### src/rtl/dram_arbiter.sv
`default_nettype none
// ============================================================================
// Module   : dram_arbiter
// Brief    : Round-robin two-master front end for the single-port data RAM,
//            with a bounded burst lock for port 1 and per-port read return.
// Revision : 1.0 - initial release
// ============================================================================
module dram_arbiter #(
  parameter int ADDR_WIDTH = 14,
  parameter int DATA_WIDTH = 32,
  parameter int LOCK_MAX   = 64
) (
  input  logic                    clk,
  input  logic                    rst,

  input  logic                    m0_req,
  input  logic                    m0_we,
  input  logic [ADDR_WIDTH-1:0]   m0_addr,
  input  logic [DATA_WIDTH-1:0]   m0_wdata,
  input  logic [DATA_WIDTH/8-1:0] m0_be,
  output logic                    m0_gnt,
  output logic                    m0_rvalid,
  output logic [DATA_WIDTH-1:0]   m0_rdata,

  input  logic                    m1_req,
  input  logic                    m1_we,
  input  logic [ADDR_WIDTH-1:0]   m1_addr,
  input  logic [DATA_WIDTH-1:0]   m1_wdata,
  input  logic [DATA_WIDTH/8-1:0] m1_be,
  input  logic                    m1_lock,
  output logic                    m1_gnt,
  output logic                    m1_rvalid,
  output logic [DATA_WIDTH-1:0]   m1_rdata,

  output logic [ADDR_WIDTH-1:0]   ram_addr,
  output logic [DATA_WIDTH-1:0]   ram_wr_data,
  output logic                    ram_wr_en,
  output logic [DATA_WIDTH/8-1:0] ram_wr_byte_en,
  input  logic [DATA_WIDTH-1:0]   ram_rd_data
);

  localparam int C_BE_WIDTH  = DATA_WIDTH / 8;
  localparam int C_CNT_WIDTH = $clog2(LOCK_MAX + 1);
  localparam logic [C_CNT_WIDTH-1:0] C_LOCK_MAX = C_CNT_WIDTH'(LOCK_MAX);
  localparam logic [C_CNT_WIDTH-1:0] C_CNT_ONE  = C_CNT_WIDTH'(1);

  typedef enum logic [1:0] {
    ST_IDLE    = 2'd0,
    ST_LOCKED  = 2'd1,
    ST_BLOCKED = 2'd2
  } lock_state_t;

  lock_state_t             r_state;
  lock_state_t             w_state_nxt;
  logic [C_CNT_WIDTH-1:0]  r_lock_cnt;
  logic [C_CNT_WIDTH-1:0]  w_lock_cnt_nxt;
  logic [C_CNT_WIDTH-1:0]  w_lock_cnt_inc;
  logic                    r_last_gnt;
  logic                    w_last_gnt_nxt;
  logic                    r_m0_rvalid;
  logic                    r_m1_rvalid;
  logic                    w_m0_gnt;
  logic                    w_m1_gnt;
  logic                    w_lock_excl;

  // Grants are suppressed while reset is held so no access slips through.
  always_comb begin
    w_m0_gnt    = 1'b0;
    w_m1_gnt    = 1'b0;
    w_lock_excl = (r_state == ST_LOCKED) && m1_lock;
    if (rst) begin
      if (w_lock_excl) begin
        w_m1_gnt = m1_req;
      end else if (m0_req && m1_req) begin
        w_m0_gnt = r_last_gnt;
        w_m1_gnt = ~r_last_gnt;
      end else begin
        w_m0_gnt = m0_req;
        w_m1_gnt = m1_req;
      end
    end
  end

  assign w_lock_cnt_inc = (r_lock_cnt == '1) ? r_lock_cnt : r_lock_cnt + C_CNT_ONE;

  always_comb begin
    w_state_nxt    = r_state;
    w_lock_cnt_nxt = r_lock_cnt;
    w_last_gnt_nxt = r_last_gnt;
    if (w_m0_gnt || w_m1_gnt) begin
      w_last_gnt_nxt = w_m1_gnt;
    end
    case (r_state)
      ST_IDLE: begin
        if (w_m1_gnt && m1_lock) begin
          w_state_nxt    = ST_LOCKED;
          w_lock_cnt_nxt = C_CNT_ONE;
        end
      end
      ST_LOCKED: begin
        if (!m1_lock) begin
          w_state_nxt    = ST_IDLE;
          w_lock_cnt_nxt = '0;
        end else begin
          w_lock_cnt_nxt = w_lock_cnt_inc;
          // Forced release hands the next conflict to port 0.
          if (w_lock_cnt_inc >= C_LOCK_MAX) begin
            w_state_nxt    = ST_BLOCKED;
            w_last_gnt_nxt = 1'b1;
          end
        end
      end
      ST_BLOCKED: begin
        if (!m1_lock) begin
          w_state_nxt    = ST_IDLE;
          w_lock_cnt_nxt = '0;
        end
      end
      default: begin
        w_state_nxt    = ST_IDLE;
        w_lock_cnt_nxt = '0;
      end
    endcase
  end

  always_ff @(posedge clk or negedge rst) begin
    if (!rst) begin
      r_state     <= ST_IDLE;
      r_lock_cnt  <= '0;
      r_last_gnt  <= 1'b1;
      r_m0_rvalid <= 1'b0;
      r_m1_rvalid <= 1'b0;
    end else begin
      r_state     <= w_state_nxt;
      r_lock_cnt  <= w_lock_cnt_nxt;
      r_last_gnt  <= w_last_gnt_nxt;
      r_m0_rvalid <= w_m0_gnt & ~m0_we;
      r_m1_rvalid <= w_m1_gnt & ~m1_we;
    end
  end

  assign m0_gnt    = w_m0_gnt;
  assign m1_gnt    = w_m1_gnt;
  assign m0_rvalid = r_m0_rvalid;
  assign m1_rvalid = r_m1_rvalid;
  // The RAM has no output register, so its data lines up with the rvalid cycle.
  assign m0_rdata  = r_m0_rvalid ? ram_rd_data : '0;
  assign m1_rdata  = r_m1_rvalid ? ram_rd_data : '0;

  assign ram_addr       = w_m1_gnt ? m1_addr  : m0_addr;
  assign ram_wr_data    = w_m1_gnt ? m1_wdata : m0_wdata;
  assign ram_wr_en      = (w_m0_gnt & m0_we) | (w_m1_gnt & m1_we);
  assign ram_wr_byte_en = w_m1_gnt ? m1_be :
                          (w_m0_gnt ? m0_be : {C_BE_WIDTH{1'b0}});

endmodule
`default_nettype wire

### config.mk
export PLATFORM = sky130hd
export DESIGN_NAME = dram_arbiter
export DESIGN_NICKNAME = d
export VERILOG_FILES = /design/src/rtl/dram_arbiter.sv
export SDC_FILE = /design/constraint.sdc
export NUM_CORES = 1
export LEC_CHECK = 0
export CAP_MARGIN = 10
export CORE_AREA = 2 2 100 102
export CTS_CLUSTER_DIAMETER = 30
export DETAILED_ROUTE_END_ITERATION = 8
export DIE_AREA = 0 0 102 104
export PLACE_DENSITY = 0.65
export SYNTH_ARGS = -nofsm -noshare
export SYNTH_HDL_FRONTEND = slang
export SYNTH_SLANG_ARGS = --single-unit
### constraint.sdc
create_clock -name clk -period 2 [get_ports clk]
set_clock_uncertainty 0.1 [all_clocks]
set_input_delay 0.2 -clock clk [delete_from_list [all_inputs] [get_ports clk]]
set_output_delay 0.2 -clock clk [all_outputs]
set_load 0.01 [all_outputs]
* Word level (Yosys, flattened, before mapping)
Cells that the tools add are included.
W data, S select, Z words.
** Operators by class
- Equal/unequal tests :: 6
- Multiplexer cells :: 26
- Bitwise logic cells :: 8
- $add $sub $neg :: 1
- Reduce and logical (&&, ||, !) cells :: 7
- Order comparisons :: 1
** Operators with widths (number)
- $mux W32 :: 3
- $mux W7 :: 4
- $pmux W7 S3 :: 1
- $mux W14 :: 1
- $mux W1 :: 10
- $mux W2 :: 4
- $mux W4 :: 2
- $add A7 B1 Y7 const B :: 1
- $eq A7 B7 Y1 const B :: 1
- $ge A7 B7 Y1 const B :: 1
- $pmux W2 S3 :: 1
- $and A1 B1 Y1 :: 4
- $ne A2 B2 Y1 const B :: 2
- $logic_and A1 B1 Y1 :: 3
- $ne A3 B2 Y1 const B :: 1
- $not A1 Y1 :: 3
- $reduce_and A3 Y1 :: 1
- $eq A2 B1 Y1 const B :: 1
- $eq A2 B2 Y1 const B :: 1
- $logic_not A2 Y1 :: 1
- $reduce_and A2 Y1 :: 1
- $logic_or A1 B1 Y1 :: 1
- $or A1 B1 Y1 :: 1
** Word-level totals
- Register bits :: 12
- Bits of input ports :: 139
- Word-level logic and storage cells :: 54
- Output and inout port bits :: 119

* Longest topological paths before layout
Gate-level depths: netlist of run 1.
- Depth after elaboration :: 9
- Mapped depth :: 5
- Gate-level depth less buffers :: 5

* Worst setup path before layout of run 1
Ideal clock, no wire load.
- Kind :: register -> output
- Start point :: register r_state[1]
- End point :: output port ram_wr_data[29]
- Data arrival time :: 1.536 ns
- Path buffers :: 1
- Stages on the path, launching flop included :: 5
- Required time :: 1.700 ns
- Slack :: 0.164 ns
- Cells stage by stage :: dfrtp_1 -> nand3b_4 -> a31oi_4 -> buf_2 -> mux2_1
** On the way
- Word-level cells in the longest chain between the ends :: 5
** RTL lines
- from (decl) :: line 53 : lock_state_t r_state;
- from (signal assigned) :: line 134 : r_state <= w_state_nxt;
- $eq A2 B1 Y1 :: line 70 : w_lock_excl = (r_state == ST_LOCKED) && m1_lock;
- $logic_and A1 B1 Y1 :: line 70
- $mux W1 :: line 72 : if (w_lock_excl) begin
- $mux W1 :: line 71 : if (rst) begin
- via m1_gnt :: line 31 : output logic m1_gnt,
- $mux W32 :: line 151 : assign ram_wr_data = w_m1_gnt ? m1_wdata : m0_wdata;
- to (decl) :: line 36 : output logic [DATA_WIDTH-1:0] ram_wr_data,
The timed path passes the listed nets, and every way through them passes these cells.

* Worst setup path in the final report of run 1
- Start point :: register r_state[1]
- End point :: output port ram_wr_data[15]
** On the way
- Word-level cells in the longest chain between the ends :: 5
** RTL lines (line)
- $eq A2 B1 Y1 :: 70
- $logic_and A1 B1 Y1 :: 70
- $mux W1 :: 72
- $mux W1 :: 71
- $mux W32 :: 151
No other way between the ends.

==> results of run 1 <==
==> synth_stat cells <==
library cell / count / area, µm²
and2_1: 65 / 407
mux2_2: 41 / 462
dfrtp_1: 11 / 275
a21oi_1: 7 / 35.0
a22o_1: 6 / 52.6
clkbuf_1: 6 / 22.5
inv_1: 5 / 18.8
mux2_1: 5 / 56.3
buf_4: 4 / 30.0
nand2_1: 4 / 15.0
nor2_1: 4 / 15.0
nor2b_1: 3 / 18.8
o21ai_0: 3 / 15.0
a31o_2: 2 / 17.5
buf_2: 2 / 10.0
nand2b_1: 2 / 12.5
nand3_1: 2 / 10.0
nor3_1: 2 / 10.0
o22ai_1: 2 / 12.5
a21bo_2: 1 / 10.0
a31oi_4: 1 / 21.3
a32o_1: 1 / 10.0
a32oi_1: 1 / 8.76
a41oi_1: 1 / 8.76
and3_1: 1 / 6.26
and4_1: 1 / 8.76
dfstp_2: 1 / 26.3
ha_1: 1 / 12.5
mux2i_1: 1 / 10.0
nand3b_4: 1 / 20.0
o2111a_1: 1 / 11.3
o21a_1: 1 / 7.51
o311ai_4: 1 / 26.3
o31ai_1: 1 / 7.51
or2_2: 1 / 6.26
==> critical path, cell delays in order, from the launching register on <==
cell,delay [ps]
dfrtp_1,400
nand3b_4,180
a31oi_4,230
buf_12,170
buf_12,120
buf_16,130
mux2_4,310
buf_6,120
==> registers in the layout, summed over array words and instances (netlist names) <==
name / cells
m0_rvalid: 1
r_state: 2
m1_rvalid: 1
r_lock_cnt: 7
r_last_gnt: 1
==> final timing paths <==
check / from / to / slack [ps] / cells after the start
max reg2reg: r_state[1] / r_lock_cnt[5] / 200 / 6
min: rst / r_state[0] / 200 / 2
max: r_state[1] / ram_wr_data[15] / -210 / 7
min reg2reg: r_lock_cnt[1] / r_lock_cnt[1] / 440 / 1
max in group asynchronous: rst / r_last_gnt / 1380 / 2
min in group clk: m1_lock / r_state[1] / 410 / 3
==> cell type report <==
class | instances | area, µm² | share of cell area
Clock buffer | 4 | 55.1 | 0.0107
Inverter | 5 | 18.8 | 0.00363
Multi-Input combinational cell | 163 | 1500 | 0.289
Sequential cell | 12 | 302 | 0.0584
Tap cell | 133 | 166 | 0.0322
Timing Repair Buffer | 299 | 3130 | 0.606
==> kinds of logic after synthesis <==
logic type	Yosys count
AND/OR/NAND/NOR	86
multiplexers	47
AO/OA/AOI/OAI	29
buffers and inverters	17
flip-flops	12
adder cells (fa/ha/maj)	1
==> through the flow <==
stage / setup WS, ps / hold slack (ps) / cell area (µm²) / instances / utilization
after floorplan: 164 / -196 / 1700 / 192 / -
after global placement: -508 / 415 / 4510 / 587 / 0.473
final: -211 / 199 / 5170 / 616 / 0.541
after global routing: -278 / 214 / 5170 / 616 / 0.541
after CTS: -228 / 202 / 4900 / 607 / 0.513
after detailed placement: -554 / 424 / 4510 / 587 / 0.473
==> power breakdown <==
group          total [µW]  leakage, µW  switching [µW]  internal, µW
logic                1140      0.00206             372           763
clock network         274    0.0000288            99.9           175
registers             301     0.000158            29.6           271
total                1710      0.00224             502          1210
==> per-layer routing <==
metal,vias up,wire length [µm],GRT usage
li1,1253,-,-
met1,1194,3170,0.161
met2,164,5430,0.348
met3,12,931,0.0444
met4,0,155,0.0410
met5,-,0,0
==> repair_timing <==
item	4_1_cts	5_1_grt
cloned	4	2
pin swaps	2	2
setup buffers	12	9
endpoints found under the setup margin	53	52
resized for setup	284	44
==> qor.txt, run 1 <==
status -> complete, but fails checks
failing checks -> negative setup slack
Area Overhead vs Synth -> 204%
total number of vias -> 2,623
Syn Nets -> 332
WL/cell -> 15.7 µm
core area -> 9550 µm²
layout cells sized above 1 -> 0.321
final hold viol count -> 0
first-pass GRT wire length -> 14.2 mm
Longest Clk Path Bufs -> 2
total die area -> 10,600 µm²
post-synthesis cell area -> 1700 µm²
fmax -> 0.452 GHz
DRC Markers -> 0
Tot GR Track Use -> 0.170
total of max-cap violations -> 0
largest net degree at the start of global routing -> 34
sequential area share after synthesis -> 0.178
startpoint types -> register
Starting Density -> 0.178
Rows -> 36
initial antenna violation count -> 0
post-route ant nets -> 0
Final HPWL DP -> 7.60 mm
ant diodes -> 0
cell count after synthesis -> 192
Lkg Pwr -> 0.00224 µW
Final WS setup -> -211 ps
H-tree Lvls -> 1
Port Buffers -> 257
WS Path Type -> reg -> out
worst hold path type -> in -> async
drt total wl -> 9.69 mm
total power -> 1710 µW
Syn Area/Cell -> 8.84 µm²
CTS tree -> done
Die Ht -> 104 µm
Tmin final -> 2210 ps
Cell variety after synth -> 35
clock sink count -> 12
Tcrit/Tclk final -> 1.11
Seq cells post-synth -> 12
CTS buffer count -> 3
post-synthesis xor/xnor area fraction -> 0
crit-path max FO -> 6
Worst slew margin -> 0.770
crit path capture type -> output pin
routability cong. -> 0.800
Worst Tran Pin Value -> 343 ps
most common cell after layout, fill and taps aside -> clkdlybuf4s50_1
Root Buffer -> clkbuf_8
fillcell total -> 857
post-synthesis compound-gate area fraction -> 0.144
number of global-route vias before repair -> 2,748
Synth Area in Simple Gates -> 0.312
clock-pin slew on the worst setup and hold paths -> 60 ps
setup_tns -> -7900 ps
Die X -> 102 µm
via/cell ratio -> 4.26
drt first-iter violations -> 81
largest family of logic cells by synthesized area -> simple AND/OR/NAND/NOR gates
Clk Latency, worst-skew pair -> 250 ps
Data arrival, critical path -> 1910 ps
final setup vio count -> 50
num ports -> 258
# nets final -> 624
Worst VDD drop -> 0.159 mV
post-synthesis mux area share -> 0.311
Worst Path Required -> 1700 ps
global route overflow -> 0
Cell Pwr Density -> 331 nW/µm²
Initial DRT Pass Iterations -> 6
Hold Buf Count CTS -> 0
RSZ-0062 raised after global routing -> yes
Adder-Cell Fraction of Synth Area -> 0.00737
most frequent cells in the layout -> clkdlybuf4s50_1 (203), and2_1 (65), buf_6 (61)
Ys Warns -> 0
Pins Over Slew Limit -> 0
(Power assumes the default switching activity.)
==> run 2: changes to the inputs <==
--- a/config.mk
+++ b/config.mk
@@ -8,9 +8,11 @@
 export CAP_MARGIN = 10
 export CORE_AREA = 2 2 100 102
 export CTS_CLUSTER_DIAMETER = 30
+export CTS_CLUSTER_SIZE = 16
 export DETAILED_ROUTE_END_ITERATION = 8
 export DIE_AREA = 0 0 102 104
 export PLACE_DENSITY = 0.65
+export REMOVE_ABC_BUFFERS = 1
 export SYNTH_ARGS = -nofsm -noshare
 export SYNTH_HDL_FRONTEND = slang
 export SYNTH_SLANG_ARGS = --single-unit
==> run 2 against run 1 <==
  * The flow still finishes with violations (negative setup slack)
  * Combinational power about the same
  * Count of clock-buffer cells in the layout stayed put
  * Sequential cell count stayed put
  * Total power decreased by 1.8%
  * Die area unchanged
  * Maximum frequency decreased by 1.3%
  * Worst setup slack worse by 30 ps
  * Non-clock buffer count down 6
  * Critical endpoint is now ram_wr_data[4]
  * Largest power group unchanged
==> qor.txt, run 2 (synthesized netlist as in run 1, its figures left out) <==
drt total wl -> 10.2 mm (+4.9%)
Cell Pwr Density -> 332 nW/µm² (+0.16%)
clock-pin slew on the worst setup and hold paths -> 60 ps (about the same)
Longest Clk Path Bufs -> 2 (unchanged)
worst-path cell chain -> nand3b_4 > a31oi_4 > buf_6 > buf_6 > buf_16 > buf_6 > mux2_4 > buf_6
Root Buffer -> clkbuf_8
Clk Latency, worst-skew pair -> 240 ps (about the same)
Tcrit/Tclk final -> 1.12 (+0.0148)
CTS buffer count -> 3 (unchanged)
ant diodes -> 0 (unchanged)
post-route ant nets -> 0 (unchanged)
critical path depth -> 8 (+1)
first-pass GRT wire length -> 14.9 mm (+5.2%)
num ports -> 258 (unchanged)
largest net degree at the start of global routing -> 34 (unchanged)
clock sink count -> 12 (unchanged)
Most flops, register -> r_lock_cnt
# nets final -> 618 (-0.96%)
Critical path origin -> r_state[1]
Initial DRT Pass Iterations -> 4 (-2)
registers with the most flip-flops -> r_lock_cnt: 7 flops, r_state: 2 flops
total number of vias -> 2,609 (-0.53%)
most frequent cells in the layout -> clkdlybuf4s50_1 (203), and2_1 (65), buf_6 (49)
crit path capture type -> output pin
crit-path max FO -> 5 (-1)
Area Overhead vs Synth -> 199%
total of max-cap violations -> 0 (unchanged)
Final HPWL DP -> 8.14 mm (+7.1%)
Worst Path Required -> 1700 ps (about the same)
crit-path max cell delay -> 380 ps (-20 ps)
final hold viol count -> 0 (unchanged)
setup slack, reg-to-reg -> 160 ps (-40 ps)
CP max-delay cell -> dfrtp_1
routability cong. -> 0.805 (+0.64%)
worst hold path type -> in -> async
status -> complete, but fails checks
Worst Tran Pin Value -> 321 ps (-21.8 ps)
WL/cell -> 16.7 µm (+6.0%)
Port Buffers -> 257 (unchanged)
DRC Markers -> 0 (unchanged)
initial antenna violation count -> 0 (unchanged)
number of global-route vias before repair -> 2,721 (-0.98%)
hold_ws -> 200 ps (+1.24 ps)
Most common cell on crit path -> buf_6
drt first-iter violations -> 49 (-40%)
via/cell ratio -> 4.28 (+0.44%)
global route overflow -> 0 (unchanged)
Tot GR Track Use -> 0.181 (+0.0106)
Data arrival, critical path -> 1940 ps (+30 ps)
max reg flops -> 7 (unchanged)
RSZ-0062 raised after global routing -> yes
Rows -> 36 (unchanged)
H-tree Lvls -> 1 (unchanged)
final setup vio count -> 51 (+2.0%)
total power -> 1680 µW (-1.8%)
Die X -> 102 µm (unchanged)
fmax -> 0.446 GHz (-1.3%)
worst r2r path cells -> 6 (unchanged)
most common cell after layout, fill and taps aside -> clkdlybuf4s50_1
CTS tree -> done
startpoint types -> register
Worst VDD drop -> 0.167 mV (+4.7%)
Worst slew margin -> 0.785 (+0.0146)
Lkg Pwr -> 0.00219 µW (-2.5%)
WS Path Type -> reg -> out
FF-to-FF End -> r_lock_cnt[5]
total die area -> 10,600 µm² (unchanged)
WP buf/inv -> 5 (+1)
failing checks -> negative setup slack
Worst Setup EP -> ram_wr_data[4]
top cell family by delay on the critical path -> buffers and inverters
Die Ht -> 104 µm (unchanged)
layout cells sized above 1 -> 0.308 (-0.0127)
Final WS setup -> -240 ps (-29.6 ps)
Starting Density -> 0.178 (unchanged)
core area -> 9550 µm² (unchanged)
Critical R2R Launch -> r_state[1]
Hold Buf Count CTS -> 0 (unchanged)
Tmin final -> 2240 ps (+29.6 ps)
Pins Over Slew Limit -> 0 (unchanged)
-- run 2: how the worst min path moves through the flow --
stage                        startpoint            end  slack, ps
after global routing                rst     r_state[0]        230
after CTS                           rst  r_lock_cnt[0]        180
after global placement    r_lock_cnt[1]  r_lock_cnt[1]        400
final                               rst     r_state[0]        200
after floorplan                     rst      m0_rvalid       -200
after detailed placement  r_lock_cnt[1]  r_lock_cnt[1]        410
-- run 2: through the flow --
stage | instances | setup TNS, ps | instance area, µm² | setup slack (ps) | utilization
6_report | 610 | -5540 | 5070 | -240 | 0.531
5_1_grt | 610 | -8370 | 5070 | -291 | 0.531
4_1_cts | 608 | -8540 | 4810 | -339 | 0.504
3_5_place_dp | 588 | -24200 | 4520 | -539 | 0.473
3_3_place_gp | 588 | -23660 | 4520 | -523 | 0.473
2_1_floorplan | 180 | -19320 | 1630 | -391 | -
-- run 2: power by group --
part / switching (µW) / total [µW] / leakage (µW) / internal, µW
registers: 28.7 / 300 / 0.000158 / 271
clock network: 96.3 / 270 / 0.0000288 / 174
logic: 372 / 1110 / 0.00200 / 737
total: 497 / 1680 / 0.00219 / 1180
-- run 2: area by class of cell --
class	instances	area (µm²)
Tap cell	133	166
Multi-Input combinational cell	163	1480
Inverter	5	18.8
Clock buffer	4	55.1
Sequential cell	12	302
Fill cell	890	4480
Timing Repair Buffer	293	3050
-- run 2: layer usage --
metal / global-route usage / share of wire / wire, µm / up-vias
li1: - / - / - / 1248
met4: 0.0333 / 0.010 / 105 / 0
met1: 0.196 / 0.36 / 3630 / 1215
met2: 0.344 / 0.54 / 5480 / 138
met5: 0 / 0 / 0 / -
met3: 0.0504 / 0.093 / 950 / 8
-- run 2: worst register-to-register path: stages, from the launching register on --
cell and delay, ps:
dfrtp_1 380, buf_4 140, buf_4 140, nand2b_1 190, o311ai_4 340, a21bo_2 260, a22o_1 180
-- run 2: repair_timing --
item | 4_1_cts | 5_1_grt
setup endpoints to repair | 53 | 52
buffers inserted | 12 | 3
resized for setup | 221 | 100
gates cloned | 5 | 3
pin swaps | 3 | 1
